$ cat src/rtl/gray_pixel_packer_ci.sv
// gray_pixel_packer_ci: packs four pushed gray bytes into 32-bit words and queues them in a FIFO.
// Optional build macro GRAY_PACK_BINARIZE_EN adds threshold binarization and the SETTHR opcode.
`default_nettype none

module gray_pixel_packer_ci #(
  parameter logic [7:0] customInstructionId = 8'd0,
  parameter int         FIFO_DEPTH          = 16
) (
  input  logic        clock,
  input  logic        reset,
  input  logic        start,
  input  logic [7:0]  iseId,
  input  logic [31:0] valueA,
  input  logic [31:0] valueB,
  output logic        done,
  output logic [31:0] result
);

  localparam int AW = $clog2(FIFO_DEPTH);
  localparam int CW = AW + 1;

  localparam logic [2:0] OP_PUSH   = 3'd0;
  localparam logic [2:0] OP_POP    = 3'd1;
  localparam logic [2:0] OP_STATUS = 3'd2;
  localparam logic [2:0] OP_CLEAR  = 3'd3;
  localparam logic [2:0] OP_SETTHR = 3'd4;

  typedef enum logic [0:0] {S_IDLE = 1'b0, S_EXEC = 1'b1} state_t;

  state_t         state, state_nxt;
  logic [2:0]     op_q;
  logic [7:0]     a_q;
  logic [31:0]    mem [FIFO_DEPTH];
  logic [AW-1:0]  wr_ptr, rd_ptr, wr_ptr_nxt, rd_ptr_nxt;
  logic [CW-1:0]  count, count_nxt;
  logic [1:0]     byte_cnt, byte_cnt_nxt;
  logic [31:0]    partial, partial_nxt;
  logic           ovf, udf, ovf_nxt, udf_nxt;
  logic           mem_we;
  logic [31:0]    mem_wdata;
  logic [31:0]    res;
  logic [7:0]     pix;
  logic           accept;
  logic           exec;
  logic           unused_bits;

  assign unused_bits = ^{valueA[31:8], valueB[31:3]};

  assign accept = start && (iseId == customInstructionId) && (state == S_IDLE);
  assign exec   = (state == S_EXEC);

  function automatic logic [31:0] status_word(input logic [CW-1:0] cnt, input logic [1:0] bc,
                                              input logic ov, input logic ud);
    logic [7:0] cnt8;
    cnt8 = 8'(cnt);
    return {12'd0, ud, ov, (cnt == CW'(FIFO_DEPTH)), (cnt == '0), 6'd0, bc, cnt8};
  endfunction

`ifdef GRAY_PACK_BINARIZE_EN
  logic [7:0] thr, thr_nxt;
  assign pix = (a_q >= thr) ? 8'hFF : 8'h00;
`else
  assign pix = a_q;
`endif

  always_ff @(posedge clock) begin
    if (!reset) begin
      state <= S_IDLE;
      op_q  <= 3'd0;
      a_q   <= 8'd0;
    end else begin
      state <= state_nxt;
      if (accept) begin
        op_q <= valueB[2:0];
        a_q  <= valueA[7:0];
      end
    end
  end

  always_comb begin
    state_nxt = state;
    case (state)
      S_IDLE:  if (accept) state_nxt = S_EXEC;
      S_EXEC:  state_nxt = S_IDLE;
      default: state_nxt = S_IDLE;
    endcase
  end

  // Instruction executes during the done cycle; state commits at the edge ending it.
  always_comb begin
    wr_ptr_nxt   = wr_ptr;
    rd_ptr_nxt   = rd_ptr;
    count_nxt    = count;
    byte_cnt_nxt = byte_cnt;
    partial_nxt  = partial;
    ovf_nxt      = ovf;
    udf_nxt      = udf;
    mem_we       = 1'b0;
    mem_wdata    = 32'd0;
    res          = 32'd0;
`ifdef GRAY_PACK_BINARIZE_EN
    thr_nxt      = thr;
`endif
    case (op_q)
      OP_PUSH: begin
        partial_nxt[8*byte_cnt +: 8] = pix;
        byte_cnt_nxt = byte_cnt + 2'd1;
        if (byte_cnt == 2'd3) begin
          if (count != CW'(FIFO_DEPTH)) begin
            mem_we     = 1'b1;
            mem_wdata  = partial_nxt;
            wr_ptr_nxt = wr_ptr + 1'b1;
            count_nxt  = count + 1'b1;
          end else begin
            ovf_nxt = 1'b1;
          end
          partial_nxt = 32'd0;
        end
        res = status_word(count_nxt, byte_cnt_nxt, ovf_nxt, udf);
      end
      OP_POP: begin
        if (count != '0) begin
          res        = mem[rd_ptr];
          rd_ptr_nxt = rd_ptr + 1'b1;
          count_nxt  = count - 1'b1;
        end else begin
          udf_nxt = 1'b1;
        end
      end
      OP_STATUS: res = status_word(count, byte_cnt, ovf, udf);
      OP_CLEAR: begin
        wr_ptr_nxt   = '0;
        rd_ptr_nxt   = '0;
        count_nxt    = '0;
        byte_cnt_nxt = 2'd0;
        partial_nxt  = 32'd0;
        ovf_nxt      = 1'b0;
        udf_nxt      = 1'b0;
      end
`ifdef GRAY_PACK_BINARIZE_EN
      OP_SETTHR: begin
        thr_nxt = a_q;
        res     = {24'd0, a_q};
      end
`else
      OP_SETTHR: res = 32'd0;
`endif
      default: res = 32'd0;
    endcase
  end

  always_ff @(posedge clock) begin
    if (!reset) begin
      wr_ptr   <= '0;
      rd_ptr   <= '0;
      count    <= '0;
      byte_cnt <= 2'd0;
      partial  <= 32'd0;
      ovf      <= 1'b0;
      udf      <= 1'b0;
`ifdef GRAY_PACK_BINARIZE_EN
      thr      <= 8'h80;
`endif
    end else if (exec) begin
      wr_ptr   <= wr_ptr_nxt;
      rd_ptr   <= rd_ptr_nxt;
      count    <= count_nxt;
      byte_cnt <= byte_cnt_nxt;
      partial  <= partial_nxt;
      ovf      <= ovf_nxt;
      udf      <= udf_nxt;
`ifdef GRAY_PACK_BINARIZE_EN
      thr      <= thr_nxt;
`endif
    end
  end

  always_ff @(posedge clock) begin
    if (reset && exec && mem_we) begin
      mem[wr_ptr] <= mem_wdata;
    end
  end

  // Reset held low during the completion cycle cancels the pending pulse.
  assign done   = exec && reset;
  assign result = done ? res : 32'd0;

endmodule

`default_nettype wire

$ cat config.mk
export PLATFORM = sky130hd
export DESIGN_NAME = gray_pixel_packer_ci
export DESIGN_NICKNAME = d
export VERILOG_FILES = /design/src/rtl/gray_pixel_packer_ci.sv
export SDC_FILE = /design/constraint.sdc
export NUM_CORES = 1
export LEC_CHECK = 0
export ABC_AREA = 1
export BUFFER_PORTS_ARGS = -buffer_cell sky130_fd_sc_hd__clkbuf_2
export CORE_MARGIN = 3
export CORE_UTILIZATION = 54
export CTS_CLUSTER_SIZE = 12
export DETAILED_ROUTE_END_ITERATION = 8
export GPL_TIMING_DRIVEN = 0
export HOLD_SLACK_MARGIN = 0.12
export PLACE_DENSITY = 0.79
export RECOVER_POWER = 25
export SYNTH_ARGS = -nofsm -noshare
export SYNTH_HDL_FRONTEND = slang
export SYNTH_SLANG_ARGS = --single-unit
export TNS_END_PERCENT = 50
$ cat constraint.sdc
create_clock -name clock -period 3 [get_ports clock]
set_input_delay 0.15 -clock clock [delete_from_list [all_inputs] [get_ports clock]]
set_output_delay 0.15 -clock clock [all_outputs]
set_load 0.005 [all_outputs]
-- Word level (Yosys, flattened, before mapping)
Memories as Yosys holds them, arrays and structs flattened. A register that Yosys moved wholly into a read port is not among the register bits.
Cells that the tools add are included.
- output and inout bits: 33
- bits of input ports: 75
- memories: 1
- register bits after elaboration: 61
- bits in writable memories: 512
- logic and storage cells: 82
- bitwise operators: 1
- add/sub/neg operators: 6
- mux-type cells: 34
- equal/unequal tests: 11
- shift-type cells: 2
- reduce and logical (&&, ||, !) cells: 17
- memories (memory ; depth ; width ; rd ports ; clocked after memory_dff ; write ports ; line ; source):
    mem ; 16 ; 32 ; 1 ; 1 ; 1 ; 33 ; logic [31:0] mem [FIFO_DEPTH];
- operators by type and width (cell ; count):
    32-bit two-way mux ; 6
    32-bit one-hot mux with 3 select lines ; 1
    32-bit one-hot mux with 2 select lines ; 1
    5-bit negator with 34-bit output ; 1
    8-bit by 34-bit variable shift with 32-bit output, first input constant ; 1
    8-bit by 34-bit indexed part select with 32-bit output ; 1
    32-bit bitwise mux ; 1
    4-bit two-way mux ; 5
    5-bit two-way mux ; 4
    4-bit one-hot mux with 2 select lines ; 2
    5-bit one-hot mux with 3 select lines ; 1
    5-bit equality test, second input constant ; 2
    5-bit logical NOT ; 2
    1-bit two-way mux ; 9
    3-bit AND reduction ; 3
    4-bit by 1-bit adder with 4-bit output, second input constant ; 2
    8-bit logical NOT ; 1
    2-bit != test, second input constant ; 4
    3-bit by 2-bit equality test with 1-bit output, second input constant ; 2
    1-bit one-hot mux with 2 select lines ; 3
    5-bit by 1-bit adder with 5-bit output, second input constant ; 1
    5-bit != test, second input constant ; 1
    5-bit nonzero test ; 1
    5-bit by 1-bit subtractor with 5-bit output, second input constant ; 1
    11 further kinds ; 15

-- Depth between registers and ports, before layout
Gate-level depths: netlist of the first run.
- depth after elaboration: 7
- depth in mapped cells: 13
- gate-level depth less buffers: 12

-- Worst setup path after synthesis of the first run
Ideal clock, no wire load.
- path type: reg-to-reg
- from: register count[0]
- to: memory mem[0][0] (enable)
- setup slack: -0.040 ns
- library setup time: 0.421 ns
- required time: 2.579 ns
- stages on the path, launching flop included: 8
- path buffers: 0
- data arrival time: 2.619 ns
- clock period less this slack: 3.040 ns
- cell sequence: dfxtp_1 inv_1 ha_1 nand3_1 nand3_2 nor2_2 nand2_1 nor2_1
- cells in the longest elaborated chain, start to end: 7
- ends and longest elaborated chain (element ; line ; source):
    start, declared ; 35 ; logic [CW-1:0] count, count_nxt;
    start signal, assigned ; 167 ; count <= count_nxt;
    5-bit != test ; 109 ; if (count != CW'(FIFO_DEPTH)) begin
    1-bit two-way mux ; 109 ;
    1-bit two-way mux ; 108 ; if (byte_cnt == 2'd3) begin
    1-bit two-way mux ; 104 ; case (op_q)
    1-bit logical AND ; 179 ; if (reset && exec && mem_we) begin
    1-bit two-way mux ; 179 ;
    1-bit two-way mux (implied by the code) ; 180 ; mem[wr_ptr] <= mem_wdata;
    end, declared ; 33 ;
No other way between the ends.

-- Final worst setup path of the first run
- from: register byte_cnt[0]
- to: memory mem[5][1] (data pin)
- cells in the longest elaborated chain, start to end: 6
- elaborated cells on any way between the ends: 8
- classes of those cells: 1 x add/sub; 1 x eq/ne; 2 x shift; 4 x mux
- ends and longest elaborated chain (element ; line ; source):
    start, declared ; 36 ; logic [1:0] byte_cnt, byte_cnt_nxt;
    start signal, assigned ; 168 ; byte_cnt <= byte_cnt_nxt;
    5-bit negator with 34-bit output ; 106 ; partial_nxt[8*byte_cnt +: 8] = pix;
    8-bit by 34-bit indexed part select with 32-bit output or 8-bit by 34-bit variable shift with 32-bit output (tied branches) ; 106 ;
    32-bit bitwise mux ; 106 ;
    32-bit two-way mux ; 109 ;
    32-bit two-way mux (*) ; 108 ;
    32-bit two-way mux (*) ; 104 ;
    via mem_wdata[1] ; 40 ; logic [31:0] mem_wdata;
The timed path passes the listed nets; every way through them passes the cells marked *.

==> flow_summary.ini, run 1 <==
[synth]
syn_inst = 2072
ys_ff_latch = 569
synth_top_area_share_pct = 64.9
netlist_top_cells_area = edfxtp_1 (65%), nor2_1 (6.9%), dfxtp_1 (4.8%)
ys_async_sr_fraction_pct = 0
synth.avg_cell_area_um2 = 11.4
synth_area_um2 = 23700
syn_nets = 2160
synth_common_cells = edfxtp_1 (512), nor2_1 (436), nand2_1 (239)
synthMostInstantiatedCell = edfxtp_1
ys_warn_count = 0
ys.flop_type = edfxtp_1
synth_edf_count = 512
seq_area_frac_synth_pct = 69.7
synth_cell_types = 39
yosysTopAreaCell = edfxtp_1

[clock_tree]
htreeDepth = 2
cts_tree = yes
ctsLongestPathBuffers = 3
clkLatencyLatePin_ns = 0.60
root_buffer = clkbuf_16
cts.clk_slew.worst_paths_ns = 0.06
numCtsBuffers = 55
cts_sinks = 569

[place]
io_buffers = 54
dpl.hpwl_um = 43000
place_congestion = 0.963

[setup_path]
critical_path.endpoint_type = flip-flop
arrival_ns = 3.29
worstSetupPathType = reg2reg
crit_chain = inv_1, ha_1, inv_1, nand2_1, nor2_1, a21oi_1, nor2_1
critPathRequiredTime_ns = 3.22
slowest_delay_ns = 0.93
crit_path_top_delay_cell = nor2_1
cp-start-kind = flip-flop
cp_max_fo = 16

[timing]
layout_setup_ws_ns = -0.0707
tns_ns = -1.32
max_freq_ghz = 0.326
rsz0062_at_grt = yes
finalCritPeriodShare_pct = 102
relSlewSlack_pct = 18.3
tightestPinTransition_ns = 1.22
final-hold-violation-count = 0
drv_slew = 0
skew_ns = 0.0149
fin_crit_ns = 3.07
setup_violations = 33

[run_status]
outcome = finished, violations left
violations = setup timing

[cells_and_area]
finalNetCount = 2307
area_delta_synth_final_pct = 13.9
num_antenna_cells = 0
drive_above_1_share_pct = 11.9

[die]
die_w_um = 215
start_util_pct = 54.8
rows = 76
core_um2 = 43200
dieArea_um2 = 46400
pin_count = 108
fp.dieH_um = 215

[global_routing]
grt_max_degree = 25
grt_overflow_total = 0
antenna_found_initial = 0
track_usage_pct = 28.4
grt_pass1_wl_um = 100000
grt_pass1_vias = 17600

[power]
vdd_drop_max_uv = 475
pwr_density_cell_nw_per_um2 = 556
power_uw = 15000
p_leak_uw = 0.00911

[flow_run]
drv_cap = 0

[routing]
dr.pass1.iters = 5
drc = 0
wirelength_um = 67000
drtIter0Drc = 2714
ant_nets = 0
routed-via-count = 17800
route.detailed.wl_per_inst_um = 23.6
viasPerCell = 6.25

[worst_hold_path]
hold_class = in2reg
==> worst max-delay path, delay by kind of cell, from the launching register on <==
| family | cells | cell delay (ns) |
|---|---|---|
| AO/OA/AOI/OAI | 1 | 0.08 |
| adder cells (fa/ha/maj) | 1 | 0.38 |
| buffers and inverters | 2 | 0.42 |
| flip-flops | 1 | 0.47 |
| AND/OR/NAND/NOR | 3 | 1.34 |
==> state kept, by name, summed over array words and instances, names as in the netlist, named ones only <==
name,flops
partial,24
op_q,3
wr_ptr,4
byte_cnt,2
ovf,1
udf,1
exec,1
mem,512
a_q,8
rd_ptr,4
count,5
==> metrics by stage <==
step	area (µm²)	utilization [%]	instances	setup slack, ns	hold WS [ns]
after floorplan	23700	-	2072	-0.0396	0.285
after global placement	24700	57.2	2711	-1.96	0.377
after detailed placement	25200	58.3	2730	0.00573	0.388
after CTS	27000	62.5	2837	0.00297	0.132
after global routing	27000	62.5	2840	-0.142	0.196
final	27000	62.5	2840	-0.0707	0.143
==> placed cells by master (no fill, tap or decap), types with 13 or more instances in the layout <==
cell type,count
nor2_2,19
o211ai_1,97
ha_1,13
buf_6,17
edfxtp_1,512
or2_0,16
clkbuf_2,77
inv_1,52
buf_12,15
nand2_1,239
buf_2,28
clkbuf_16,57
clkbuf_1,66
dlygate4sd3_1,14
o21ai_1,46
dfxtp_1,57
a21oi_1,81
nor2_1,408
nor2_4,16
nand3_1,159
o21ai_0,173
==> per-layer routing <==
layer  GRT usage, %  vias to the layer above  share of wire [%]
met4           14.6                        0                5.4
met1           37.6                     8381                 36
li1               -                     7654                  -
met5              0                        -                  0
met3           6.41                      294                 13
met2           44.4                     1429                 46
==> what timing repair did <==
item,4_1_cts,5_1_grt
gates resized for setup,8,52
hold buffers,14,0
cloned,0,0
pin swaps,0,2
endpoints found under the setup margin,30,374
hold endpoints to repair,23,0
setup buffers,0,3
==> where the power goes <==
| group | internal, µW | switching (µW) |
|---|---|---|
| Clock | 3600 | 2830 |
| Combinational | 24.3 | 26.0 |
| Sequential | 8500 | 0.502 |
==> path summary, 6_finish.rpt <==
kind                            cells past startpoint                startpoint  slack, ns                  endpoint
worst max register to register                      7  byte_cnt[0]$_SDFFE_PN0P_      -0.07       mem[5][1]$_DFFE_PP_
worst max-delay path                                7  byte_cnt[0]$_SDFFE_PN0P_      -0.07       mem[5][1]$_DFFE_PP_
worst min-delay path                                7                  iseId[1]       0.14      op_q[2]$_SDFFE_PN0P_
worst min register to register                      2  partial[22]$_SDFFE_PN0P_       0.47  partial[22]$_SDFFE_PN0P_
==> area by class of cell <==
cell class | count | area, µm²
clock inverter | 5 | 42.5
multi-input combinational | 1316 | 6390
inverter | 60 | 228
buffer | 127 | 732
clock buffer | 88 | 1590
sequential | 569 | 16500
fill | 3124 | 16200
tap | 585 | 732
timing repair buffer | 90 | 733
==> logic make-up (layout without fill, tap and decap cells) <==
kind of cell | Yosys count | after routing | synth area share (%)
xor gates and xnor gates | 2 | 2 | 0.0740
adders and majority gates | 13 | 13 | 0.687
AOI/OAI and AO/OA | 425 | 425 | 10.3
and+or+nand+nor | 876 | 876 | 15.3
DFF | 569 | 569 | 69.7
buffers and inverters | 187 | 370 | 3.94
Note: power is estimated with default switching activity, not from simulation.
==> run 2, diff against run 1 <==
--- a/config.mk
+++ b/config.mk
@@ -13,6 +13,7 @@
 export DETAILED_ROUTE_END_ITERATION = 8
 export GPL_TIMING_DRIVEN = 0
 export HOLD_SLACK_MARGIN = 0.12
+export MAX_ROUTING_LAYER = met4
 export PLACE_DENSITY = 0.79
 export RECOVER_POWER = 25
 export SYNTH_ARGS = -nofsm -noshare
==> run 2 against run 1 <==
  * The run still ends with setup timing left
  * Global-route usage increased by 0.62 points
  * Clock power decreased by 3%
  * Final cell count decreased by 0.14%
  * Clock skew increased by 0.0079 ns
  * Flip-flop and latch count unchanged
  * Critical endpoint is now mem[7][1]$_DFFE_PP_
==> flow_summary.ini, run 2 (synthesis gave the netlist of run 1 again) <==
[run_status]
violations = setup timing
outcome = finished, violations left

[die]
dieArea_um2 = 46400
die_w_um = 215
start_util_pct = 54.8
rows = 76
fp.dieH_um = 215
core_um2 = 43200
pin_count = 108

[global_routing]
antenna_found_initial = 0
grt_pass1_vias = 17100
track_usage_pct = 29.0
grt_overflow_total = 0
grt_pass1_wl_um = 99700
grt_max_degree = 27

[routing]
wl_met1_um = 24400
wirelength_um = 66800
route.detailed.wl_per_inst_um = 23.5
dr_wl_met3_um = 8400
dr.pass1.iters = 7
routed-via-count = 17700
viasPerCell = 6.25
route.met2.wl_um = 30700
highest_layer = met4
drtIter0Drc = 2557
ant_nets = 0
drc = 0

[clock_tree]
htreeDepth = 2
root_buffer = clkbuf_16
ctsLongestPathBuffers = 3
cts.clk_slew.worst_paths_ns = 0.07
cts_tree = yes
clkLatencyLatePin_ns = 0.60
cts_sinks = 569
numCtsBuffers = 55

[cells_and_area]
regMostFlops = mem
final_cell_mix = edfxtp_1 (512), nor2_1 (411), nand2_1 (239)
finalNetCount = 2309
num_antenna_cells = 0
largest_reg_flops = 512
area_delta_synth_final_pct = 13.5
drive_above_1_share_pct = 11.6
layout_commonest_cell = edfxtp_1
top_regs = mem x512, partial x24, a_q x8
nFillCells = 3184

[timing]
max_freq_ghz = 0.316
drv_slew = 0
skew_ns = 0.0228
fin_crit_ns = 3.17
layout_setup_ws_ns = -0.166
rsz0062_at_grt = yes
relSlewSlack_pct = 8.44
final-hold-violation-count = 0
finalCritPeriodShare_pct = 106
whs_ns = 0.332
setup_violations = 16
tightestPinTransition_ns = 1.37

[power]
clock_power_share_pct = 42.2
p_comb_share_pct = 0.3
pwr_density_cell_nw_per_um2 = 551
power_switching_uw = 2830
p_int_uw = 12000
p_leak_uw = 0.00906
sw_frac_of_total_pct = 19.1
pwr-share-seq_pct = 57.5
vdd_drop_max_uv = 523

[setup_path]
critical_path.endpoint_type = flip-flop
cp-start-kind = flip-flop
arrival_ns = 3.36
worstSetupPathType = reg2reg
cp_max_fo = 16
critPathRequiredTime_ns = 3.19

[flow_run]
drv_cap = 0

[worst_hold_path]
hold_class = in2reg

[place]
place_congestion = 0.967
dpl.hpwl_um = 43100
pre_cts_ws_ns = 0.0275
io_buffers = 54
run 2: stage by stage:
stage / total power, µW / cells / utilization, % / cell area [µm²] / setup TNS (ns)
2_1_floorplan: 8690 / 2072 / - / 23700 / -20.30
3_3_place_gp: 8710 / 2711 / 57.2 / 24700 / -964.89
3_5_place_dp: 8710 / 2728 / 58.3 / 25200 / 0
4_1_cts: 14800 / 2830 / 62.3 / 26900 / 0
5_1_grt: 15100 / 2836 / 62.3 / 26900 / -11.44
6_report: 14800 / 2836 / 62.3 / 26900 / -2.60
run 2: path summary, 6_finish.rpt:
path	from	end	slack, ns	depth (start not counted)
worst max-delay path	byte_cnt[0]$_SDFFE_PN0P_	mem[7][1]$_DFFE_PP_	-0.17	7
worst min register to register	partial[18]$_SDFFE_PN0P_	partial[18]$_SDFFE_PN0P_	0.47	2
worst max register to register	byte_cnt[0]$_SDFFE_PN0P_	mem[7][1]$_DFFE_PP_	-0.17	7
worst min-delay path	start	exec$_SDFF_PP0_	0.33	6
run 2: what timing repair did:
action,CTS,global route
setup buffers,0,6
resized for setup,6,47
hold buffers,15,0
hold endpoints to repair,19,0
gates cloned,0,0
endpoints found under the setup margin,10,469
pin swaps,0,6
run 2: critical path, stage by stage, from the launching register on:
cell     delay [ns]
dfxtp_1        0.43
inv_1          0.22
ha_1           0.37
inv_1          0.17
nand2_1        0.20
nor2_1         0.20
a21oi_1        0.10
nor2_1         1.04
run 2: final cells by class:
cell class	count	area (µm²)	share of cell area [%]
multi-input cells	1316	6380	23.7
repair buffers	92	737	2.74
clock buffers	82	1510	5.61
flip-flops and latches	569	16500	61.5
clock inverters	5	52.6	0.196
well taps	585	732	2.72
inverters	60	228	0.847
plain buffers	127	726	2.70
run 2: per-layer routing:
| layer | GRT usage, % | up-vias |
|---|---|---|
| met3 | 5.65 | 253 |
| met5 | - | - |
| met2 | 44.5 | 1349 |
| met1 | 38.0 | 8478 |
| met4 | 13.0 | 0 |
| li1 | - | 7651 |
run 2: power groups by stage:
stage	registers, µW	logic (µW)	clock network (µW)
after floorplan	8670	15.5	0
after global placement	8670	36.2	0
after detailed placement	8670	37.0	0
after CTS	8510	49.1	6250
after global routing	8500	55.1	6560
final	8500	50.1	6250
